## src/rtl/light_pkg.sv

```systemverilog
// Shared light codes, guard state encoding and request-classification helpers
// for the light_phase_guard block.
package light_pkg;

  typedef logic [2:0] light_t;
  // Index 0..3 = N, S, E, W.
  typedef light_t [3:0] lights_t;

  localparam light_t Stop        = 3'b000;
  localparam light_t ForwardOnly = 3'b001;
  localparam light_t LeftOnly    = 3'b010;
  localparam light_t RightOnly   = 3'b011;
  localparam light_t Go          = 3'b100;

  typedef enum logic {
    StClear = 1'b0,
    StHold  = 1'b1
  } state_e;

  function automatic light_t normalise(light_t code);
    return (code > Go) ? Stop : code;
  endfunction

  // True when req differs from cur only by turning some directions to Stop.
  function automatic logic isReduction(lights_t req, lights_t cur);
    logic ok;
    ok = 1'b1;
    for (int i = 0; i < 4; i++) begin
      if (req[i] != cur[i] && req[i] != Stop) ok = 1'b0;
    end
    return ok && (req != cur);
  endfunction

endpackage

```

## src/rtl/light_phase_guard_if.sv

```systemverilog
// Request/light bundle between a light controller (master) and the phase guard (slave).
interface light_phase_guard_if;
  import light_pkg::*;

  light_t      reqN;
  light_t      reqS;
  light_t      reqE;
  light_t      reqW;
  logic [3:0]  center;
  light_t      outN;
  light_t      outS;
  light_t      outE;
  light_t      outW;
  logic        clearing;
  logic [15:0] phase_cnt;

  modport master (
    output reqN, reqS, reqE, reqW, center,
    input  outN, outS, outE, outW, clearing, phase_cnt
  );

  modport slave (
    input  reqN, reqS, reqE, reqW, center,
    output outN, outS, outE, outW, clearing, phase_cnt
  );

endinterface

```

## src/rtl/phase_timer.sv

```systemverilog
// Saturating up-counter with synchronous clear (priority) and count enable.
module phase_timer #(
  parameter int unsigned Width = 8,
  parameter int unsigned Max   = 8
) (
  input  logic             clk,
  input  logic             rst,
  input  logic             clr,
  input  logic             en,
  output logic [Width-1:0] count
);

  localparam logic [Width-1:0] MaxVal = Width'(Max);

  logic [Width-1:0] countQ, countD;

  always_comb begin
    countD = countQ;
    if (clr) begin
      countD = '0;
    end else if (en && countQ != MaxVal) begin
      countD = countQ + 1'b1;
    end
  end

  always_ff @(posedge clk or negedge rst) begin
    if (!rst) begin
      countQ <= '0;
    end else begin
      countQ <= countD;
    end
  end

  assign count = countQ;

endmodule

```

## src/rtl/light_phase_guard.sv

```systemverilog
// Registered light stage enforcing a minimum phase hold and an all-Stop clearance
// before conflicting phases. Optional debug_port enabled by LIGHT_GUARD_DEBUG_EN.
module light_phase_guard
  import light_pkg::*;
#(
  parameter int unsigned MIN_HOLD     = 8,
  parameter int unsigned CLEAR_CYCLES = 4,
  parameter int unsigned CNT_W        = 8
) (
  input  logic                clk,
  input  logic                rst,
  light_phase_guard_if.slave  bus
`ifdef LIGHT_GUARD_DEBUG_EN
  ,
  output logic [29:0]         debug_port
`endif
);

  localparam logic [CNT_W-1:0] HoldDone = CNT_W'(MIN_HOLD);
  localparam logic [CNT_W-1:0] ClearEnd = CNT_W'(CLEAR_CYCLES - 1);

  state_e            stateQ, stateD;
  lights_t           outQ, outD, req;
  logic [15:0]       phaseQ;
  logic [CNT_W-1:0]  holdCnt, clrCnt;
  logic              load;
  logic              holdClr, clrClr;
  logic              centerBusy;

  assign req = {normalise(bus.reqW), normalise(bus.reqE),
                normalise(bus.reqS), normalise(bus.reqN)};
  assign centerBusy = |bus.center;

  always_comb begin
    stateD = stateQ;
    outD   = outQ;
    load   = 1'b0;
    case (stateQ)
      StHold: begin
        if (req != outQ) begin
          if (isReduction(req, outQ)) begin
            outD = req;
            load = 1'b1;
          end else if (holdCnt == HoldDone) begin
            outD   = {4{Stop}};
            stateD = StClear;
          end
        end
      end
      StClear: begin
        outD = {4{Stop}};
        if (!centerBusy && clrCnt == ClearEnd) begin
          outD   = req;
          stateD = StHold;
          load   = 1'b1;
        end
      end
    endcase
  end

  // Hold count restarts on every applied phase and is parked at 0 while clearing.
  assign holdClr = (stateD == StClear) || load;
  // Clear count only runs over consecutive empty-centre cycles inside CLEAR.
  assign clrClr  = (stateQ != StClear) || centerBusy || load;

  phase_timer #(
    .Width (CNT_W),
    .Max   (MIN_HOLD)
  ) u_holdTimer (
    .clk   (clk),
    .rst   (rst),
    .clr   (holdClr),
    .en    (1'b1),
    .count (holdCnt)
  );

  phase_timer #(
    .Width (CNT_W),
    .Max   (CLEAR_CYCLES - 1)
  ) u_clrTimer (
    .clk   (clk),
    .rst   (rst),
    .clr   (clrClr),
    .en    (1'b1),
    .count (clrCnt)
  );

  always_ff @(posedge clk or negedge rst) begin
    if (!rst) begin
      stateQ <= StClear;
      outQ   <= {4{Stop}};
      phaseQ <= '0;
    end else begin
      stateQ <= stateD;
      outQ   <= outD;
      if (load) phaseQ <= phaseQ + 16'd1;
    end
  end

  assign bus.outN      = outQ[0];
  assign bus.outS      = outQ[1];
  assign bus.outE      = outQ[2];
  assign bus.outW      = outQ[3];
  assign bus.clearing  = (stateQ == StClear);
  assign bus.phase_cnt = phaseQ;

`ifdef LIGHT_GUARD_DEBUG_EN
  logic [29:0] debugQ;

  always_ff @(posedge clk or negedge rst) begin
    if (!rst) begin
      debugQ <= '0;
    end else begin
      debugQ <= {phaseQ[13:0], stateQ == StHold, stateQ == StClear,
                 6'(clrCnt), 8'(holdCnt)};
    end
  end

  assign debug_port = debugQ;
`endif

endmodule
```

## src/flat_wrapper.sv

```systemverilog
// flat-port wrapper written by rule: the top's interface ports become plain ports
module light_phase_guard_flat import light_pkg::*;
#(
  parameter int unsigned MIN_HOLD     = 8,
  parameter int unsigned CLEAR_CYCLES = 4,
  parameter int unsigned CNT_W        = 8
)
  (clk, rst, bus_reqN, bus_reqS, bus_reqE, bus_reqW, bus_center, bus_outN, bus_outS, bus_outE, bus_outW, bus_clearing, bus_phase_cnt);
  light_phase_guard_if bus_i ();
  input  logic clk;
  input  logic rst;
  input wire logic [$bits(bus_i.reqN)-1:0] bus_reqN;
  input wire logic [$bits(bus_i.reqS)-1:0] bus_reqS;
  input wire logic [$bits(bus_i.reqE)-1:0] bus_reqE;
  input wire logic [$bits(bus_i.reqW)-1:0] bus_reqW;
  input wire logic [$bits(bus_i.center)-1:0] bus_center;
  output wire logic [$bits(bus_i.outN)-1:0] bus_outN;
  output wire logic [$bits(bus_i.outS)-1:0] bus_outS;
  output wire logic [$bits(bus_i.outE)-1:0] bus_outE;
  output wire logic [$bits(bus_i.outW)-1:0] bus_outW;
  output wire logic [$bits(bus_i.clearing)-1:0] bus_clearing;
  output wire logic [$bits(bus_i.phase_cnt)-1:0] bus_phase_cnt;
  assign bus_i.reqN = bus_reqN;
  assign bus_i.reqS = bus_reqS;
  assign bus_i.reqE = bus_reqE;
  assign bus_i.reqW = bus_reqW;
  assign bus_i.center = bus_center;
  assign bus_outN = bus_i.outN;
  assign bus_outS = bus_i.outS;
  assign bus_outE = bus_i.outE;
  assign bus_outW = bus_i.outW;
  assign bus_clearing = bus_i.clearing;
  assign bus_phase_cnt = bus_i.phase_cnt;
  light_phase_guard #(.MIN_HOLD(MIN_HOLD), .CLEAR_CYCLES(CLEAR_CYCLES), .CNT_W(CNT_W)) u_core (.clk(clk), .rst(rst), .bus(bus_i));
endmodule
```

## config.mk

```make
export PLATFORM = sky130hd
export DESIGN_NAME = light_phase_guard_flat
export DESIGN_NICKNAME = d
export VERILOG_FILES = /design/src/rtl/light_pkg.sv /design/src/rtl/light_phase_guard_if.sv /design/src/rtl/phase_timer.sv /design/src/rtl/light_phase_guard.sv /design/src/flat_wrapper.sv
export SDC_FILE = /design/constraint.sdc
export NUM_CORES = 1
export LEC_CHECK = 0
export ABC_AREA = 0
export CORE_ASPECT_RATIO = 1.4
export CORE_MARGIN = 4
export CORE_UTILIZATION = 54
export CTS_BUF_LIST = sky130_fd_sc_hd__clkbuf_16
export DETAILED_ROUTE_END_ITERATION = 12
export PLACE_DENSITY = 0.81
export SLEW_MARGIN = 20
export SYNTH_ARGS = -nofsm -noshare
export SYNTH_HDL_FRONTEND = slang
export SYNTH_HIERARCHICAL = 1
export SYNTH_SLANG_ARGS = --single-unit
```

## constraint.sdc

```tcl
create_clock -name clk -period 3.8 [get_ports clk]
set_clock_uncertainty 0.15 [all_clocks]
set_input_delay 0.38 -clock clk [delete_from_list [all_inputs] [get_ports clk]]
set_output_delay 0.38 -clock clk [all_outputs]
set_load 0.1 [all_outputs]
```

==> flow_summary.ini <==
[logic_synthesis]
ys_seq_elements = 45
ys_seq_area_share_pct = 39.3
syn-cell-area_mm2 = 0.00287
synth_enable_flop_cells = 0
ys_types = 54
ys_warn_count = 6
synth_top_area_share_pct = 39.3
yosys-top-cells-area = dfrtp_1 39%, xor2_1 6.1%, nand2_1 4.7%
synth_ff_type = dfrtp_1
synthArstFlopShare_pct = 100
yosysTopAreaCell = dfrtp_1
avgSynthCellArea_um2 = 9.25
yosysMostFrequentCell = dfrtp_1
synth_common_cells = 45 x dfrtp_1, 36 x nand2_1, 20 x xor2_1
syn_inst = 310

[worst_setup_path]
crit_path_start_kind = input port
slowest_stage = clkdlybuf4s50_1
r2r_slack_ns = 1.18
path_class = input port to register
endpoint_kind = register
cp_max_fo = 14
worst-path-buf-inv = 2
max_stage_delay_ns = 0.54
path_cells = clkdlybuf4s50_1 > or3_1 > a211o_1 > a31oi_1 > o22ai_1 > o211ai_4 > and2_1 > buf_4 > mux2_4
required_ns = 3.82
cp_data_arrival_time_ns = 2.87
path_delay_family = compound AO/OA/AOI/OAI gates

[cells_and_area]
postLayoutCellArea_mm2 = 0.00353
fill_cells = 421
antenna_cells = 0
finalNetCount = 383
layout-area-overhead-vs-synth_pct = 23.0
fin_util_pct = 68.3
final_cells = 428
drive_above_1_share_pct = 7.46

[grt]
antenna_found_initial = 0
grt_max_degree = 46
grt_pass1_vias = 2302
grt_pass1_wl_um = 10400
overflow = 0
grt_use_total_pct = 19.3

[detailed_routing]
antenna_left = 0
drt-wirelength-per-cell_um = 14.3
drtPass1Iterations = 4
vias_per_cell = 5.79
num_vias = 2480
drc = 0
drt-initial-drc-count = 182
routed_wl_um = 6130

[sta]
finalSetupViolCount = 0
worst_pin_slew_ns = 1.03
fin_crit_ns = 2.85
timing.hold.ws_ns = 0.314
setup_tns_ns = 0
finalHoldViolCount = 0
fmax_mhz = 350
max_slew_margin_pct = 31.0
rsz0062_at_grt = false
setup_ws_ns = 0.947
slew_violations = 0
period_share_pct = 75.1

[cts]
post-cts-setup-buffer-count = 0
cts.sinks = 45
clkSlewWorstSetupHoldPaths_ns = 0.06
ctsRootBufferMaster = clkbuf_16
cts_resized = 0
htreeDepth = 2
clockBufferDepth = 2
cts_made_buffers = 5
cts_tree = done
insertion_delay_ns = 0.28
postCtsHoldBufs = 0

[floorplan]
die_h_um = 94.2
rows = 31
die_w_um = 69.6
die_area_mm2 = 0.00655
start_util_pct = 55.6
core_region_area_mm2 = 0.00516
ios = 47

[job]
drv_cap = 0

[place]
dp.cells = 419
place_ws_ns = 0.683
portBuffers = 46
dp_hpwl_um = 4380
placed_area_mm2 = 0.00337
gp_congestion = 0.805

[worst_hold_path]
hp-class = register to register

[power]
p_per_area_mw_per_mm2 = 278
peakVddDrop_mv = 0.214
total_power_mw = 0.979
p_leak_nw = 1.44

[outcome]
status = complete, no violations
-- layout make-up --
class / instances / area (µm²) / area share (%)
Sequential cell: 45 / 1130 / 31.9
Timing Repair Buffer: 51 / 498 / 14.1
Clock inverter: 3 / 21.3 / 0.603
Multi-Input combinational cell: 252 / 1650 / 46.8
Clock buffer: 5 / 125 / 3.55
Inverter: 6 / 22.5 / 0.639
Tap cell: 66 / 82.6 / 2.34
-- routing by layer --
layer	routed length (µm)	track usage [%]
met5	0	0
met4	82	7.49
met3	277	3.43
met2	3080	33.4
met1	2690	23.8
-- cell families (layout without fill, tap and decap cells) --
family	after synthesis	count (layout)	share of synthesized area [%]
adder cells (fa/ha/maj)	4	4	1.75
other	1	11	0.131
AO/OA/AOI/OAI	66	66	15.5
XOR/XNOR	23	23	7.03
flip-flops	45	45	39.3
AND/OR/NAND/NOR	143	143	29.8
multiplexers	5	5	2.14
buffers and inverters	23	65	4.45
-- state kept, by name (all words and copies together), names as in the netlist --
register and count:
u_core/u_holdTimer/count 8, u_core/bus.outW 3, u_core/bus.phase_cnt 16, u_core/u_clrTimer/count 8, u_core/bus.outS 3, u_core/bus.outN 3
u_core/bus.outE 3, u_core/stateQ 1
-- where the power goes --
part	internal (mW)	leakage [nW]	total (mW)	switching (mW)
Combinational	0.0337	0.741	0.0738	0.0401
Sequential	0.479	0.629	0.479	0.000324
Clock	0.245	0.0702	0.426	0.181
Total	0.757	1.44	0.979	0.222
-- path summary, 6_finish.rpt --
path,end,start,cells after the start
setup / recovery,u_core/bus.phase_cnt[1],bus_reqE[2],9
hold / removal,u_core/bus.phase_cnt[15],u_core/bus.phase_cnt[15],1
setup reg to reg,u_core/u_clrTimer/count[0],u_core/bus.outS[1],9
hold reg to reg,u_core/bus.phase_cnt[15],u_core/bus.phase_cnt[15],1
max in group asynchronous,u_core/stateQ,rst,2
min in group asynchronous,u_core/u_clrTimer/count[2],rst,2
-- placed cells by master, fill, tap and decap left out, drive strengths merged, types with 6 or more instances in the layout --
cell / Yosys / routed
a21oi: 16 / 16
clkdlybuf4s50: 0 / 45
conb: 1 / 11
dfrtp: 45 / 45
inv: 6 / 7
nand2: 36 / 36
nand2b: 11 / 11
nand3: 15 / 15
nor2: 16 / 16
nor3b: 11 / 11
nor4: 6 / 6
nor4b: 14 / 14
o21ai: 27 / 27
or3: 6 / 6
or4: 6 / 6
xor2: 20 / 20
(Power assumes the default switching activity.)
